File: src/rtl/fp_round_pack.sv
// fp_round_pack: normalize, round and pack an unrounded adder sum into binary64, 3-stage valid/ready pipe.
// Build option: define ROUND_FLUSH_DENORM_EN to flush subnormal results to signed zero.
module fp_round_pack #(
  parameter int EW = 11,
  parameter int FW = 52
) (
  input  logic           clk,
  input  logic           rst,
  input  logic           in_valid,
  output logic           in_ready,
  input  logic [EW-1:0]  in_es,
  input  logic [FW+4:0]  in_fs,
  input  logic           in_ss,
  input  logic [1:0]     in_fls,
  input  logic           in_nan,
  input  logic [FW-1:0]  in_nan_frac,
  input  logic [1:0]     in_rm,
  output logic           out_valid,
  input  logic           out_ready,
  output logic [EW+FW:0] out_result,
  output logic [2:0]     out_exc
);

  localparam int MW  = FW + 4;
  localparam int LZW = $clog2(MW + 1);
  localparam logic [EW:0] EXP_ONE = {{EW{1'b0}}, 1'b1};
  localparam logic [EW:0] EXP_OVF = {1'b0, {EW{1'b1}}};

  function automatic logic [LZW-1:0] lead_zeros(input logic [MW-1:0] v);
    logic [LZW-1:0] n;
    n = LZW'(MW);
    for (int i = 0; i < MW; i++) begin
      n = v[i] ? LZW'(MW - 1 - i) : n;
    end
    return n;
  endfunction

  logic           stall_s;
  logic [EW-1:0]  e_eff_s, e_m1_s;
  logic [LZW-1:0] lz_s, sh_s;
  logic [MW-1:0]  m_norm_s;
  logic [EW:0]    exp_norm_s;

  logic           v1_r, ss1_r, nan1_r;
  logic [MW-1:0]  m1_r;
  logic [EW:0]    exp1_r;
  logic [1:0]     fls1_r, rm1_r;
  logic [FW-1:0]  nf1_r;

  logic           inc_s, grs_s;
  logic [FW+1:0]  sum_s;
  logic [FW-1:0]  frac_rnd_s;
  logic [EW:0]    exp_rnd_s;

  logic           v2_r, ss2_r, nan2_r, tiny2_r, inx2_r, zero2_r;
  logic [FW-1:0]  frac2_r, nf2_r;
  logic [EW:0]    exp2_r;
  logic [1:0]     fls2_r, rm2_r;

  logic           to_inf_s;
  logic [EW+FW:0] pack_s;
  logic [2:0]     exc_s;

  logic           out_valid_r;
  logic [EW+FW:0] result_r;
  logic [2:0]     exc_r;

  assign stall_s    = out_valid_r & ~out_ready;
  assign in_ready   = ~stall_s;
  assign out_valid  = out_valid_r;
  assign out_result = result_r;
  assign out_exc    = exc_r;

  // Stage 1: carry right-shift, or left-normalize limited so the exponent never drops below 1
  always_comb begin
    e_eff_s = (in_es == {EW{1'b0}}) ? {{(EW-1){1'b0}}, 1'b1} : in_es;
    e_m1_s  = e_eff_s - {{(EW-1){1'b0}}, 1'b1};
    lz_s    = lead_zeros(in_fs[MW-1:0]);
    sh_s    = ({{(EW-LZW){1'b0}}, lz_s} < e_m1_s) ? lz_s : LZW'(e_m1_s);
    if (in_fs[MW]) begin
      m_norm_s   = {in_fs[MW:2], |in_fs[1:0]};
      exp_norm_s = {1'b0, e_eff_s} + EXP_ONE;
    end else begin
      m_norm_s   = in_fs[MW-1:0] << sh_s;
      exp_norm_s = {1'b0, e_eff_s} - {{(EW+1-LZW){1'b0}}, sh_s};
    end
  end

  // Stage 2: rounding increment on the 53-bit significand; hidden bit decides the exponent field
  always_comb begin
    grs_s = m1_r[2] | m1_r[1] | m1_r[0];
    case (rm1_r)
      2'b00:   inc_s = m1_r[2] & (m1_r[1] | m1_r[0] | m1_r[3]);
      2'b01:   inc_s = 1'b0;
      2'b10:   inc_s = ~ss1_r & grs_s;
      2'b11:   inc_s = ss1_r & grs_s;
      default: inc_s = 1'b0;
    endcase
    sum_s = {1'b0, m1_r[MW-1:3]} + {{(FW+1){1'b0}}, inc_s};
    if (sum_s[FW+1]) begin
      frac_rnd_s = {FW{1'b0}};
      exp_rnd_s  = exp1_r + EXP_ONE;
    end else if (sum_s[FW]) begin
      frac_rnd_s = sum_s[FW-1:0];
      exp_rnd_s  = exp1_r;
    end else begin
      frac_rnd_s = sum_s[FW-1:0];
      exp_rnd_s  = {(EW+1){1'b0}};
    end
  end

  // Stage 3: special-value priority and exception flags
  always_comb begin
    to_inf_s = (rm2_r == 2'b00) | ((rm2_r == 2'b10) & ~ss2_r) | ((rm2_r == 2'b11) & ss2_r);
    if (nan2_r) begin
      pack_s = {ss2_r, {EW{1'b1}}, nf2_r | {1'b1, {(FW-1){1'b0}}}};
      exc_s  = 3'b000;
    end else if (fls2_r[1]) begin
      pack_s = {ss2_r, {EW{1'b1}}, {FW{1'b0}}};
      exc_s  = 3'b000;
    end else if (fls2_r[0] | zero2_r) begin
      pack_s = {ss2_r, {(EW+FW){1'b0}}};
      exc_s  = 3'b000;
    end else if (exp2_r >= EXP_OVF) begin
      pack_s = to_inf_s ? {ss2_r, {EW{1'b1}}, {FW{1'b0}}}
                        : {ss2_r, {(EW-1){1'b1}}, 1'b0, {FW{1'b1}}};
      exc_s  = 3'b101;
`ifdef ROUND_FLUSH_DENORM_EN
    end else if ((exp2_r == {(EW+1){1'b0}}) && (frac2_r != {FW{1'b0}})) begin
      pack_s = {ss2_r, {(EW+FW){1'b0}}};
      exc_s  = 3'b011;
`endif
    end else begin
      pack_s = {ss2_r, exp2_r[EW-1:0], frac2_r};
      exc_s  = {1'b0, tiny2_r & inx2_r, inx2_r};
    end
  end

  // Pipeline registers: whole pipe advances together unless the output is stalled
  always_ff @(posedge clk) begin
    if (rst) begin
      v1_r        <= 1'b0;
      m1_r        <= {MW{1'b0}};
      exp1_r      <= {(EW+1){1'b0}};
      ss1_r       <= 1'b0;
      fls1_r      <= 2'b00;
      nan1_r      <= 1'b0;
      nf1_r       <= {FW{1'b0}};
      rm1_r       <= 2'b00;
      v2_r        <= 1'b0;
      frac2_r     <= {FW{1'b0}};
      exp2_r      <= {(EW+1){1'b0}};
      tiny2_r     <= 1'b0;
      inx2_r      <= 1'b0;
      zero2_r     <= 1'b0;
      ss2_r       <= 1'b0;
      fls2_r      <= 2'b00;
      nan2_r      <= 1'b0;
      nf2_r       <= {FW{1'b0}};
      rm2_r       <= 2'b00;
      out_valid_r <= 1'b0;
      result_r    <= {(EW+FW+1){1'b0}};
      exc_r       <= 3'b000;
    end else if (!stall_s) begin
      v1_r        <= in_valid;
      m1_r        <= m_norm_s;
      exp1_r      <= exp_norm_s;
      ss1_r       <= in_ss;
      fls1_r      <= in_fls;
      nan1_r      <= in_nan;
      nf1_r       <= in_nan_frac;
      rm1_r       <= in_rm;
      v2_r        <= v1_r;
      frac2_r     <= frac_rnd_s;
      exp2_r      <= exp_rnd_s;
      tiny2_r     <= ~m1_r[MW-1];
      inx2_r      <= grs_s;
      zero2_r     <= (m1_r == {MW{1'b0}});
      ss2_r       <= ss1_r;
      fls2_r      <= fls1_r;
      nan2_r      <= nan1_r;
      nf2_r       <= nf1_r;
      rm2_r       <= rm1_r;
      out_valid_r <= v2_r;
      result_r    <= pack_s;
      exc_r       <= exc_s;
    end
  end

endmodule

File: config.mk
export PLATFORM = sky130hd
export DESIGN_NAME = fp_round_pack
export DESIGN_NICKNAME = d
export VERILOG_FILES = /design/src/rtl/fp_round_pack.sv
export SDC_FILE = /design/constraint.sdc
export NUM_CORES = 1
export LEC_CHECK = 0
export ABC_AREA = 1
export CAP_MARGIN = 20
export CELL_PAD_IN_SITES_DETAIL_PLACEMENT = 0
export CELL_PAD_IN_SITES_GLOBAL_PLACEMENT = 2
export CORE_MARGIN = 2
export CORE_UTILIZATION = 31
export CTS_CLUSTER_DIAMETER = 80
export DETAILED_ROUTE_END_ITERATION = 6
export HOLD_SLACK_MARGIN = 0.03
export PLACE_DENSITY_LB_ADDON = 0.1
export SLEW_MARGIN = 20
export SYNTH_ARGS = -nofsm -noshare
export SYNTH_HDL_FRONTEND = slang
export SYNTH_SLANG_ARGS = --single-unit
File: constraint.sdc
create_clock -name clk -period 8.2 [get_ports clk]
set_clock_uncertainty 0.15 [all_clocks]
set_input_delay 1.64 -clock clk [delete_from_list [all_inputs] [get_ports clk]]
set_output_delay 1.64 -clock clk [all_outputs]
set_load 0.01 [all_outputs]
Word-level counts from Yosys, hierarchy flattened
Cells that the tools add are included.

storage, ports and cells
  bits of input ports = 130
  flip-flop bits (word level) = 319
  output and inout bits = 69
  logic and storage cells = 132

operators by class
  muxes and demuxes = 73
  equality and inequality tests = 5
  bitwise gates (word level) = 19
  $lt $le $gt $ge = 2
  shift-type cells = 1
  add/subtract/negate cells = 5
  reductions and logical operators = 5

operators by type and width
  kind                   count
  $mux 63                4
  $mux 6                 33
  $mux 5                 16
  $logic_not 56->1       1
  $mux 56                1
  $shl 56x6->56          1
  $add 53x1->54          1
  $mux 53                1
  $mux 52                1
  $mux 12                3
  $mux 4                 8
  $add 11x1->12 const B  1
  $add 12x1->12 const B  1
  $ge 12x11->1 const B   1
  $mux 3                 4
  $sub 11x6->12          1
  $logic_not 11->1       1
  $lt 6x11->1            1
  $mux 11                1
  $sub 11x1->11 const B  1
  $eq 2x2->1 const B     4
  $and 1x1->1            7
  $or 1x1->1             7
  $not 1->1              5
  4 further kinds        5

Logic depth before layout (Yosys ltp)
  depth in word-level cells = 60
  gate-level depth with buffers = 85
  depth with buffers taken out = 84

Worst setup path after synthesis
OpenSTA, ideal clock, no wires.

  path type = input-to-reg
  start point = input in_fs[1]
  end point = register exp1_r[11]
  data arrival time = 6.841 ns
  buffers on the path = 1
  data required time = 7.936 ns
  setup time = 0.114 ns
  stages = 85
  setup slack = 1.095 ns
  path through = inv_2 -> nand2_1 -> nand2_1 -> nand2_1 -> nand2_1 -> nand2_1 -> nand2_1 -> nand2_1 -> nand2_1 -> nand2_1 -> nand2_1 -> nand2_1 -> nand2_1 -> nand2_1 -> nand2_1 -> nand2_1 -> nand2_1 -> nand2_1 -> [49 not listed] -> nand2_1 -> nand2_1 -> nor2_1 -> ha_1 -> nand2_1 -> o21ai_0 -> nand3_1 -> nand2_1 -> a21oi_1 -> o21bai_1 -> nand2_1 -> inv_1 -> nor2_1 -> nor2_1 -> nor2_1 -> xor2_1 -> o21bai_1 -> inv_1

between the ends
  word-level cells in the longest chain between the ends = 59

RTL lines
  item                    RTL line  RTL
  from (decl)             12        input logic [FW+4:0] in_fs,
  $mux 4 * (7 in a row)   33        n = v[i] ? LZW'(MW - 1 - i) : n;
  $mux 5 * (16 in a row)  33
  $mux 6 * (32 in a row)  33
  $lt 6x11->1             79        sh_s = ({{(EW-LZW){1'b0}}, lz_s} < e_m1_s) ? lz_s : LZW'(e_m1_s);
  $mux 6 *                79
  $sub 11x6->12 *         85        exp_norm_s = {1'b0, e_eff_s} - {{(EW+1-LZW){1'b0}}, sh_s};
  $mux 12 *               80        if (in_fs[MW]) begin
  to (signal assigned)    144       exp1_r <= {(EW+1){1'b0}};
  to (signal assigned)    167       exp1_r <= exp_norm_s;
  to (decl)               46        logic [EW:0] exp1_r;

Mark *: on every way between the ends. The rest lies on a longest branch, timed or not.
A chain may end at the register's enable or synchronous reset.

Final worst setup path
  start point = input in_fs[4]
  end point = register exp1_r[11]

between the ends
  word-level cells in the longest chain between the ends = 56

RTL lines
  item                    RTL line
  $mux 4 * (4 in a row)   33
  $mux 5 * (16 in a row)  33
  $mux 6 * (32 in a row)  33
  $lt 6x11->1             79
  $mux 6 *                79
  $sub 11x6->12 *         85
  $mux 12 *               80

Marked as above.

==> results.md <==
* Placed cell area at 0.0212 mm^2
* Post-Synthesis Cell Area at 0.0186 mm^2
* Clock network fraction of design power at 39.3%
* Worst-Margin Slew at 1.06 ns
* Cell count after synthesis at 2926
* Die height at 249 um
* Die ar. at 0.0618 mm^2
* Number of synthesized register bits at 319
* Int Pwr at 0.00298 W
* Placer congestion estimate at 0.866
* Flop pwr share at 41.3%
* Synth Net Count at 3078
* Failing checks: design-rule violations
* CP required at 8.52 ns
* TritonCTS Buffers at 37
* GRT Residual Overflow at 0
* Reg-to-reg endpoint: exp2_r[4]$_SDFFE_PP0N_
* CTS Root Buffer Type: clkbuf_16
* Area occupied by registers at 0.00639 mm^2
* Core area at 0.0591 mm^2
* Starting DRT DRC Count at 1544
* Number of global-route vias before repair at 19.4k
* Net Sw Power at 0.00129 W
* Initial Util at 31.4%
* IO Pins at 199
* CTS tree: built
* Fmax at 136 MHz
* Largest net degree at the start of global routing at 124
* FF-to-FF setup slack at 1.67 ns
* Layout fillers at 6456
* Ant. Diodes at 0
* CP max-delay cell: clkdlybuf4s50_1
* Max Cap Viol at 0
* Final core occ at 38.1%
* Final Max Slew Viols at 0
* Final worst slack at 0.842 ns
* Sw Ratio at 30.2%
* Mean post-synth cell area at 6.34 um^2
* Hold Path Stages at 2
* Layout cells sized above 1 at 6.36%
* Nets at 3176
* Post-DP HPWL at 52600 um
* Vias per cell at 5.29
* Longest Clk Path Bufs at 3
* Clk_lat worst skew at 0.53 ns
* Slew Limit Headroom at 29.4%
* Multi-input logic area at 0.0107 mm^2
* Startpoint Class: input pin
* Sequential area share after synthesis at 34.4%
* Yosys cell types at 52
* Min Tclk post-route at 7.36 ns
* Via count at 20.2k
* Cells on worst reg2reg path at 42
* Fin crit share at 89.7%
* Worst Path Max Fanout at 8
* Power Dens Cells at 190 mW/mm^2
* Row cnt at 89
* Hold Vio Cnt, Final at 0
* Clk slew on worst S/H paths at 0.06 ns
* H-tree depth at 2
* CP Launch Point: in_fs[4]
* CP Class: input pin to register
* Sink of the worst hold path: frac2_r[11]$_SDFFE_PP0N_
* Worst path max stage delay at 0.49 ns
* CTS Hold Bufs at 0
* IO Port Bufs at 197
* Initial antenna violation count at 1
* Comb pwr share at 19.4%
* First-pass GRT wire length at 115000 um
* Reg2reg start: m1_r[1]$_SDFFE_PP0N_
* Yosys warnings at 0
* Drt wl/cell at 19.4 um
* Outcome: finished, violations left
* # clock sinks at 319
* Area Growth Syn to Fin at 21.4%
* Hold Crit Class: register to register
* DRC at 6
* CP endpoint kind: register
* Placement Setup Slack at -0.0446 ns
* Leakage Power at 9.57 nW
* RSZ-0062 raised after global routing: false
* Total GRT Usage at 23.3%
* Post-route cell area at 0.0225 mm^2
* WP data arrival at 7.68 ns
* Worst VDD drop at 0.000139 V
* Initial DRT Pass Iterations at 7
* WL final at 74100 um
* Post-DRT Antenna Nets at 0
* Chip width at 249 um
* Most common cell after layout, fill and taps aside: nand2_1
* CP dominant cell by count: nand2_1
* Most frequent cells in the layout: nand2_1, nand3_1, nor2_1, o21ai_0, dfxtp_1
* Setup violators final at 0
* Launch point of the worst hold path: frac2_r[11]$_SDFFE_PP0N_
-- registers in the layout (all words and copies together), names as in the netlist, 2 cells and up --
signal	count
out_result	64
m1_r	56
frac2_r	52
nf1_r	51
nf2_r	51
exp1_r	12
exp2_r	12
out_exc	3
fls1_r	2
fls2_r	2
rm1_r	2
rm2_r	2
-- metrics by stage --
stage | hold WS, ns | setup TNS, ns | instances | power, W
5_1_grt | 0.327 | 0 | 3822 | 0.00449
4_1_cts | 0.310 | 0 | 3821 | 0.00432
2_1_floorplan | 0.280 | 0 | 2926 | 0.00226
3_3_place_gp | 0.295 | -0.0239 | 3757 | 0.00262
6_report | 0.311 | 0 | 3822 | 0.00427
3_5_place_dp | 0.301 | -0.0446 | 3757 | 0.00262
-- critical path: cells and delay by family --
kind	cells	cell delay (ns)
compound gates	8	0.89
xor+xnor	1	0.17
fa+ha+maj	2	0.41
buf+inv	5	0.75
simple gates	65	3.83
-- synthesized netlist by cell type (all sizes together) --
| cell | count | share of area [%] |
|---|---|---|
| o31ai | 3 | 0.12 |
| a32oi | 1 | 0.047 |
| nor3 | 25 | 0.78 |
| dfxtp | 319 | 34 |
| a31o | 1 | 0.047 |
| xnor2 | 4 | 0.19 |
| nand3b | 4 | 0.16 |
| o21ai | 339 | 9.2 |
| o21a | 1 | 0.040 |
| nor2 | 358 | 7.3 |
| or3 | 1 | 0.034 |
| o221ai | 2 | 0.094 |
| or2 | 9 | 0.30 |
| nand4 | 36 | 1.2 |
| buf | 56 | 1.6 |
| o21bai | 11 | 0.44 |
| and3 | 1 | 0.034 |
| ha | 21 | 1.4 |
| a311oi | 1 | 0.047 |
| a21boi | 1 | 0.040 |
| fa | 1 | 0.11 |
| clkbuf | 148 | 3.0 |
| xor2 | 19 | 0.90 |
| nand2 | 538 | 11 |
| o211ai | 13 | 0.55 |
| or4 | 2 | 0.081 |
| a32o | 1 | 0.054 |
| a31oi | 21 | 0.71 |
| a221oi | 3 | 0.14 |
| nand3 | 471 | 13 |
| a21o | 3 | 0.12 |
| inv | 197 | 4.0 |
| a2bb2oi | 4 | 0.19 |
| clkinv | 2 | 0.040 |
| a211oi | 3 | 0.12 |
| a21oi | 284 | 7.7 |
| nor4 | 21 | 0.74 |
| o2111ai | 1 | 0.047 |
-- worst max-delay path by stage --
stage / slack (ns) / to / cells after the start
detailed placement: -0.04 / exp1_r[11]$_SDFFE_PP0N_ / 84
global route: 0.02 / exp1_r[11]$_SDFFE_PP0N_ / 81
CTS: 0.50 / exp1_r[11]$_SDFFE_PP0N_ / 84
floorplan: 1.10 / exp1_r[11]$_SDFFE_PP0N_ / 85
finish: 0.84 / exp1_r[11]$_SDFFE_PP0N_ / 81
global placement: -0.02 / exp1_r[11]$_SDFFE_PP0N_ / 84
-- metal layers --
metal	global-route usage, %	up-vias	routed length [um]
li1	-	10100	-
met1	31.4	9618	34400
met2	39.3	428	34700
met3	3.29	82	3400
met4	5.35	0	1590
met5	0	-	0
-- layout make-up --
type                            instances  share of cell area, %
Sequential cell                       319                   28.4
Tap cell                              773                   4.29
Clock buffer                           54                   4.70
Inverter                              199                   3.36
Multi-Input combinational cell       2204                   47.5
Clock inverter                         10                  0.628
Timing Repair Buffer                  263                   11.2
-- power by group through the flow --
stage / Clock, W / Combinational, W / Sequential [W]
6_report: 0.00168 / 0.000830 / 0.00176
5_1_grt: 0.00178 / 0.000931 / 0.00178
4_1_cts: 0.00172 / 0.000829 / 0.00176
3_5_place_dp: 0 / 0.000825 / 0.00180
3_3_place_gp: 0 / 0.000822 / 0.00180
2_1_floorplan: 0 / 0.000484 / 0.00177
-- cell families after synthesis --
family,Yosys count,synth area share [%]
xor+xnor,23,1.09
compound gates,693,19.7
flops,319,34.4
simple gates,1466,34.7
buf+inv,403,8.61
fa+ha+maj,22,1.52
-- repair_timing --
action	in CTS	in global routing
endpoints found under the setup margin	0	6
buffers inserted	0	1
gates resized for setup	0	23
endpoints found under the hold margin	0	0
Note: power is estimated with default switching activity, not from simulation.
